--- config.mk ---
export PLATFORM = sky130hd
export DESIGN_NAME = fifo_rd_stream
export DESIGN_NICKNAME = d
export VERILOG_FILES = /design/src/rtl/fifo_rd_stream.sv
export SDC_FILE = /design/constraint.sdc
export NUM_CORES = 1
export LEC_CHECK = 0
export BUFFER_PORTS_ARGS = -buffer_cell sky130_fd_sc_hd__buf_2
export CORE_AREA = 2 2 82 84
export CTS_CLUSTER_DIAMETER = 50
export DETAILED_ROUTE_END_ITERATION = 10
export DIE_AREA = 0 0 84 86
export PLACE_DENSITY = 0.44
export SLEW_MARGIN = 20
export SYNTH_ARGS = -nofsm -noshare
export SYNTH_HDL_FRONTEND = slang
export SYNTH_SLANG_ARGS = --single-unit
--- constraint.sdc ---
create_clock -name rclk -period 1.5 [get_ports rclk]
set_input_delay 0.225 -clock rclk [delete_from_list [all_inputs] [get_ports rclk]]
set_output_delay 0.225 -clock rclk [all_outputs]
set_load 0.02 [all_outputs]
--- src/rtl/fifo_rd_stream.sv ---
`default_nettype none
// ----------------------------------------------------------------------------
// fifo_rd_stream : FWFT FIFO read port to valid/ready stream, 2-entry skid buffer
// Revision       : 1.0
// ----------------------------------------------------------------------------
module fifo_rd_stream #(
  parameter int DATASIZE = 8,
  parameter int COUNTW   = 16
) (
  input  logic                rclk,
  input  logic                rrst_n,
  input  logic [DATASIZE-1:0] fifo_rdata,
  input  logic                fifo_rempty,
  output logic                fifo_rinc,
  output logic [DATASIZE-1:0] m_data,
  output logic                m_valid,
  input  logic                m_ready,
  input  logic                flush,
  output logic [1:0]          level,
  output logic [COUNTW-1:0]   xfer_count
);

  localparam logic [1:0] c_occ_empty = 2'd0;
  localparam logic [1:0] c_occ_full  = 2'd2;

  logic [DATASIZE-1:0] entry0_q, entry0_d;
  logic [DATASIZE-1:0] entry1_q, entry1_d;
  logic [1:0]          occ_q, occ_d;
  logic [COUNTW-1:0]   cnt_q, cnt_d;
  logic                pop;
  logic                xfer;

  // Pop depends only on occupancy and the FIFO flag, never on m_ready.
  // Gating with rrst_n keeps the pop request low while in reset even if the
  // FIFO has not yet reported empty.
  always_comb begin
    fifo_rinc = rrst_n && !fifo_rempty && (flush || (occ_q != c_occ_full));
    m_valid   = (occ_q != c_occ_empty) && !flush;
    pop       = fifo_rinc;
    xfer      = m_valid && m_ready;
  end

  assign m_data     = entry0_q;
  assign level      = occ_q;
  assign xfer_count = cnt_q;

  always_comb begin
    entry0_d = entry0_q;
    entry1_d = entry1_q;
    occ_d    = occ_q;
    cnt_d    = cnt_q + COUNTW'(xfer);
    if (flush) begin
      occ_d = c_occ_empty;
    end else begin
      case ({pop, xfer})
        2'b10: begin
          if (occ_q == c_occ_empty) entry0_d = fifo_rdata;
          else                      entry1_d = fifo_rdata;
          occ_d = occ_q + 2'd1;
        end
        2'b01: begin
          entry0_d = entry1_q;
          occ_d    = occ_q - 2'd1;
        end
        // Simultaneous pop and transfer only happens at occupancy 1.
        2'b11:   entry0_d = fifo_rdata;
        default: ;
      endcase
    end
  end

  always_ff @(posedge rclk or negedge rrst_n) begin
    if (!rrst_n) begin
      entry0_q <= '0;
      entry1_q <= '0;
      occ_q    <= c_occ_empty;
      cnt_q    <= '0;
    end else begin
      entry0_q <= entry0_d;
      entry1_q <= entry1_d;
      occ_q    <= occ_d;
      cnt_q    <= cnt_d;
    end
  end

endmodule
`default_nettype wire

==> flow_metrics.tcl, run 1 <==
set metrics [dict create \
    power_mw 2.52 \
    final_cells 276 \
    io_buffers 40 \
    use_met3 0.0366 \
    post-route-period-util 1.05 \
    min_period_ps 1570 \
    grt_pass1_wl_um 6410 \
    ys_top_cells_by_area "dfrtp_1 (55%), mux2i_1 (5.8%), mux2_2 (5.8%)" \
    core_area_mm2 0.00628 \
    dieHeight_um 86 \
    num_antenna_cells 0 \
    vias 1231 \
    arrival_ps 1780 \
    drive_above_1_share 0.523 \
    crit_family "simple AND/OR/NAND/NOR gates" \
    hold_class "in2async" \
    synth_top_area_frac 0.546 \
    dr.pass1.iters 4 \
    rsz0062_at_grt "true" \
    fin_nets 213 \
    worst_slew_pin_slew_ps 404 \
    syn-cell-area_mm2 0.00156 \
    ys_ff_latch 34 \
    ys_seq_area_frac 0.546 \
    violations "setup timing" \
    viasPerCell 4.46 \
    cts_tree "yes" \
    setup-tns-final_ps -472 \
    h-tree-depth 2 \
    max_stage_delay_ps 540 \
    fmax_ghz 0.638 \
    ant_nets 0 \
    busiest_layer "met2" \
    wl_per_cell_um 13.6 \
    cts.sinks 34 \
    yosysWarnings 0 \
    crit_fanout 16 \
    io_pins 41 \
    path_buf_inv 1 \
    placed_cells 260 \
    slew_violations 0 \
    clockBufferDepth 2 \
    die_w_um 84 \
    clk_latency_ps 290 \
    end_kind "flop" \
    setup.worst_path.class "reg2reg" \
    drt_drc_violations_left 0 \
    use_met1 0.126 \
    die_area_mm2 0.00722 \
    gr-total-overflow 0 \
    skew_ps 4.26 \
    cellPowerDensity_mw_per_mm2 1120 \
    antenna_found_initial 0 \
    critPathSlowestCell "or4b_4" \
    fillers 649 \
    hold_viol_final 0 \
    synth_top_cell_by_area "dfrtp_1" \
    grt_pass1_vias 1347 \
    drt_wl_total_um 3750 \
    grt_max_degree 33 \
    cts.clk_slew.worst_paths_ps 70 \
    start_util 0.248 \
    cts-root-buf "clkbuf_8" \
    initialDrtViolationCount 18 \
    cp_cell_sequence "or4b_4, a21oi_4, buf_12, nor2_1, a21oi_1" \
    cp.required_ps 1710 \
    cap_violations 0 \
    setup_violations 11 \
    post-dp-hpwl_um 2750 \
    numCtsBuffers 5 \
    grt_use_met2 0.194 \
    grt_use_total 0.112 \
    status "finished, violations left" \
    ir_drop_mv 0.385 \
    p_leak_nw 1.12 \
    syn_to_final_growth_pct 44.4 \
    syn_nets 147 \
    cp-start-kind "flop" \
    gp_congestion 0.716 \
    avgSynthCellArea_um2 11.8 \
    syn_inst 132 \
    holdWs_ps 23.4 \
    setup_slack_ps -68.2 \
    rows 29 \
    synth_cell_type_count 33 \
    relSlewSlack 0.730 \
]
routing by layer:
layer | vias to the layer above | share of wire
met5 | - | 0
met4 | 0 | 0.021
met3 | 5 | 0.040
met2 | 20 | 0.52
met1 | 612 | 0.42
li1 | 594 | -
worst reg2reg max path, cell delays in order, from the launching register on:
cell     delay (ps)
dfrtp_2         450
or4b_4          540
a21oi_4         190
buf_12          160
nor2_1           50
a21oi_1         120
timing repair:
action / 4_1_cts / 5_1_grt
endpoints found under the hold margin: 2 / 2
setup buffers: 4 / 3
setup endpoints to repair: 11 / 25
resized for setup: 3 / 8
pin swaps: 3 / 8
where the power goes:
group | internal [mW] | leakage (nW) | switching [mW] | total, mW
sequential | 1.07 | 0.434 | 0.119 | 1.19
combinational | 0.273 | 0.641 | 0.360 | 0.633
clock | 0.369 | 0.0472 | 0.335 | 0.703
total | 1.71 | 1.12 | 0.814 | 2.52
sequential cells by signal, indices dropped and copies added, names as in the netlist:
signal	flops
level	2
xfer_count	16
entry1_q	8
m_data	8
cells in the final DEF, fill, tap and decap left out, types with 2 or more instances in the layout:
cell type   n
buf_2      39
dfrtp_1    32
buf_4      17
nor2_1     10
mux2i_1     9
xor2_1      8
mux2_2      8
a21oi_1     7
nand2_1     6
clkbuf_8    6
xnor2_1     5
nor2_2      4
nand3_4     3
nand3_2     3
and4_1      2
nand3_1     2
and3_4      2
nand4_1     2
o21ai_0     2
a21oi_2     2
ha_4        2
dfrtp_2     2
buf_6       2
buf_12      2
cell families after synthesis:
family / share of synthesized area
and+or+nand+nor: 0.157
buffers and inverters: 0.0145
adders and majority gates: 0.0161
DFF: 0.546
xor gates and xnor gates: 0.0787
muxes: 0.116
AOI/OAI and AO/OA: 0.0723
path summary, 6_finish.rpt:
kind	from	slack [ps]	endpoint	depth (start not counted)
min in group rclk	fifo_rdata[0]	190	entry1_q[0]$_DFFE_PN0P_	2
max in group asynchronous	rrst_n	1040	level[0]$_DFFE_PN0P_	2
worst max-delay path	level[0]$_DFFE_PN0P_	-70	m_data[3]$_DFFE_PN0P_	5
worst max register to register	level[0]$_DFFE_PN0P_	-70	m_data[3]$_DFFE_PN0P_	5
worst min register to register	xfer_count[15]$_DFF_PN0_	470	xfer_count[15]$_DFF_PN0_	1
worst min-delay path	rrst_n	20	xfer_count[0]$_DFF_PN0_	2
per-stage QoR:
step | util | setup WS, ps | area (um^2)
after floorplan | - | -100 | 1640
after global placement | 0.323 | -21.5 | 2030
after detailed placement | 0.323 | -82.3 | 2030
after CTS | 0.345 | -77.9 | 2160
after global routing | 0.358 | -135 | 2250
final | 0.358 | -68.2 | 2250
synthesized netlist by cell type, drive strengths merged:
cell type  count
nor2b          1
buf            1
clkbuf         1
a32oi          1
and2           1
mux2           8
and4           2
o21ba          1
nand2          7
nor2          14
o21ai          2
ha             2
and3           3
or4b           1
mux2i          9
or2b           1
dfrtp         34
o21a           1
a21oi         10
nand4          2
nand3          8
or2            1
nor4           1
nor3b          1
nand3b         1
nor3           1
xnor2          6
inv            2
a21o           1
xor2           8
final cells by class:
class                           instances  area (um^2)  share of cell area
Multi-Input combinational cell         94          802               0.357
Clock inverter                          2         12.5             0.00556
Timing Repair Buffer                   61          395               0.176
Tap cell                               77         96.3              0.0428
Clock buffer                            6         82.6              0.0367
Inverter                                2         7.51             0.00334
Sequential cell                        34          853               0.379
Note: power is estimated with default switching activity, not from simulation.
==> run 2, diff against run 1 <==
--- a/config.mk
+++ b/config.mk
@@ -5,12 +5,13 @@
 export SDC_FILE = /design/constraint.sdc
 export NUM_CORES = 1
 export LEC_CHECK = 0
+export ABC_AREA = 1
 export BUFFER_PORTS_ARGS = -buffer_cell sky130_fd_sc_hd__buf_2
-export CORE_AREA = 2 2 82 84
+export CORE_AREA = 2 2 86 88
 export CTS_CLUSTER_DIAMETER = 50
 export DETAILED_ROUTE_END_ITERATION = 10
-export DIE_AREA = 0 0 84 86
-export PLACE_DENSITY = 0.44
+export DIE_AREA = 0 0 88 90
+export PLACE_DENSITY = 0.43
 export SLEW_MARGIN = 20
 export SYNTH_ARGS = -nofsm -noshare
 export SYNTH_HDL_FRONTEND = slang
==> flow_metrics.tcl, run 2 <==
set metrics [dict create \
    wl_per_cell_um 10.9 \
    cp_cell_sequence "nor2_4, nor2_4, nand3_2, inv_2, ha_4, nand2_4, nor3_4, nand3_1, or2_0, nand2_1" \
    antenna_found_initial 0 \
    slew_violations 0 \
    p_leak_nw 1.27 \
    drive_above_1_share 0.328 \
    hold_class "in2async" \
    synth.most_common_cell "nand2_1" \
    cellPowerDensity_mw_per_mm2 1210 \
    dr.pass1.iters 4 \
    end_kind "flop" \
    viasPerCell 3.92 \
    h-tree-depth 2 \
    gr-total-overflow 0 \
    final_cell_mix "nand2_1 (85), buf_2 (39), dfrtp_1 (32), inv_1 (23), buf_4 (12)" \
    synth.top_cells.by_count "nand2_1 (86), dfrtp_1 (34), inv_1 (24)" \
    drt_wl_total_um 3990 \
    skew_ps 10.9 \
    syn-cell-area_mm2 0.00172 \
    met3_length_um 193 \
    syn_nets 224 \
    p_comb_frac 0.295 \
    cts.sinks 34 \
    synth_cell_type_count 23 \
    grt_pass1_vias 1442 \
    cts_tree "yes" \
    synth_top_cell_by_area "dfrtp_1" \
    numCtsBuffers 5 \
    io_pins 41 \
    post-route-period-util 0.977 \
    hold_buffers 0 \
    io_buffers 40 \
    placed_cells 358 \
    die_w_um 88 \
    synthFlopType "dfrtp_1" \
    fin_nets 283 \
    core_area_mm2 0.00702 \
    ys_seq_area_frac 0.496 \
    setup-tns-final_ps 0 \
    hold_viol_final 0 \
    post-dp-hpwl_um 2940 \
    initialDrtViolationCount 22 \
    synth_top_area_frac 0.496 \
    synth-edff-count 0 \
    arrival_ps 1690 \
    ys_ff_latch 34 \
    cp.required_ps 1720 \
    ir_drop_mv 0.378 \
    ant_nets 0 \
    cp-start-kind "flop" \
    layout_commonest_cell "nand2_1" \
    top_layer_used "met4" \
    setup_violations 0 \
    crit_family "simple AND/OR/NAND/NOR gates" \
    die_area_mm2 0.00792 \
    grt_use_total 0.106 \
    syn_to_final_growth_pct 34.0 \
    rows 31 \
    p_sw_mw 1.00 \
    num_antenna_cells 0 \
    final_cells 367 \
    grt_max_degree 35 \
    path_buf_inv 1 \
    rsz0062_at_grt "true" \
    ys_top_cells_by_area "dfrtp_1 (50%), nand2_1 (19%), inv_1 (5.3%)" \
    pwr-share-clk 0.235 \
    avgSynthCellArea_um2 8.21 \
    dr_wl_met2_um 1960 \
    drt_drc_violations_left 0 \
    cts-root-buf "clkbuf_8" \
    crit_fanout 3 \
    status "completed" \
    max_stage_delay_ps 400 \
    min_period_ps 1470 \
    largest_register_ffs 16 \
    clk_latency_ps 280 \
    utilization 0.327 \
    grt_pass1_wl_um 6670 \
    finalInstanceArea_mm2 0.00230 \
    fmax_ghz 0.682 \
    power_mw 2.78 \
    setup.worst_path.class "reg2reg" \
    vias 1437 \
    synthArstFlopShare 1.00 \
    swShare 0.361 \
    worst_slew_pin_slew_ps 451 \
    wl_met1_um 1820 \
    syn_inst 209 \
    internal_power_mw 1.77 \
    yosysWarnings 0 \
    cap_violations 0 \
    pwr-share-seq 0.469 \
    gp_congestion 0.722 \
    cpMostUsedCell "nor2_4" \
    place_area_mm2 0.00218 \
    cts.clk_slew.worst_paths_ps 70 \
    start_util 0.244 \
    dieHeight_um 90 \
    clockBufferDepth 2 \
    relSlewSlack 0.700 \
    critPathSlowestCell "dfrtp_2" \
]
## run 2: per-layer routing
metal / vias to the layer above / track usage
met3: 2 / 0.0312
met5: - / 0
li1: 766 / -
met4: 0 / 0.0269
met2: 26 / 0.177
met1: 643 / 0.134
## run 2: power by group through the flow
stage | Sequential, mW | Clock (mW) | Combinational [mW]
2_1_floorplan | 1.48 | 0 | 0.345
3_3_place_gp | 1.32 | 0 | 0.811
3_5_place_dp | 1.32 | 0 | 0.817
4_1_cts | 1.31 | 0.693 | 0.823
5_1_grt | 1.33 | 0.717 | 0.910
6_report | 1.30 | 0.653 | 0.820
## run 2: cells by family after synthesis
family / synth area share
and+or+nand+nor: 0.311
buffers and inverters: 0.0700
DFF: 0.496
adders and majority gates: 0.0146
xor gates and xnor gates: 0.0562
AOI/OAI and AO/OA: 0.0518
## run 2: area by class of cell
class / instances / area, um^2
Tap cell: 99 / 124
Sequential cell: 34 / 853
Clock inverter: 1 / 7.51
Clock buffer: 6 / 72.6
Fill cell: 759 / 4720
Multi-Input combinational cell: 147 / 816
Timing Repair Buffer: 54 / 328
Inverter: 26 / 97.6
## run 2: final timing paths
| kind | from | to | slack [ps] | depth (start not counted) |
|---|---|---|---|---|
| setup / recovery | level[0]$_DFFE_PN0P_ | xfer_count[14]$_DFF_PN0_ | 30 | 10 |
| hold / removal | rrst_n | xfer_count[3]$_DFF_PN0_ | 30 | 2 |
| hold reg to reg | m_data[6]$_DFFE_PN0P_ | m_data[6]$_DFFE_PN0P_ | 480 | 2 |
| max in group asynchronous | rrst_n | level[0]$_DFFE_PN0P_ | 1130 | 2 |
| setup reg to reg | level[0]$_DFFE_PN0P_ | xfer_count[14]$_DFF_PN0_ | 30 | 10 |
| min in group rclk | fifo_rdata[4] | entry1_q[4]$_DFFE_PN0P_ | 180 | 3 |
## run 2: stage by stage
step                      setup slack, ps  hold WS (ps)
after global placement               45.7           357
after global routing                -98.9          70.2
after CTS                            4.09          47.6
final                                34.0          25.2
after floorplan                      -198         -70.6
after detailed placement             22.3           363
## run 2: worst reg2reg max path, cell delays in order, from the launching register on
cell and delay (ps):
dfrtp_2 400, nor2_4 60, nor2_4 80, nand3_2 80
inv_2 70, ha_4 140, nand2_4 70, nor3_4 150
nand3_1 100, or2_0 210, nand2_1 60
## run 2: what timing repair did
| action | 4_1_cts | 5_1_grt |
|---|---|---|
| gates resized for setup | 2 | 4 |
| pin swaps | 0 | 3 |
| setup buffers | 0 | 2 |
| setup endpoints to repair | 1 | 15 |
| hold endpoints to repair | 0 | 0 |
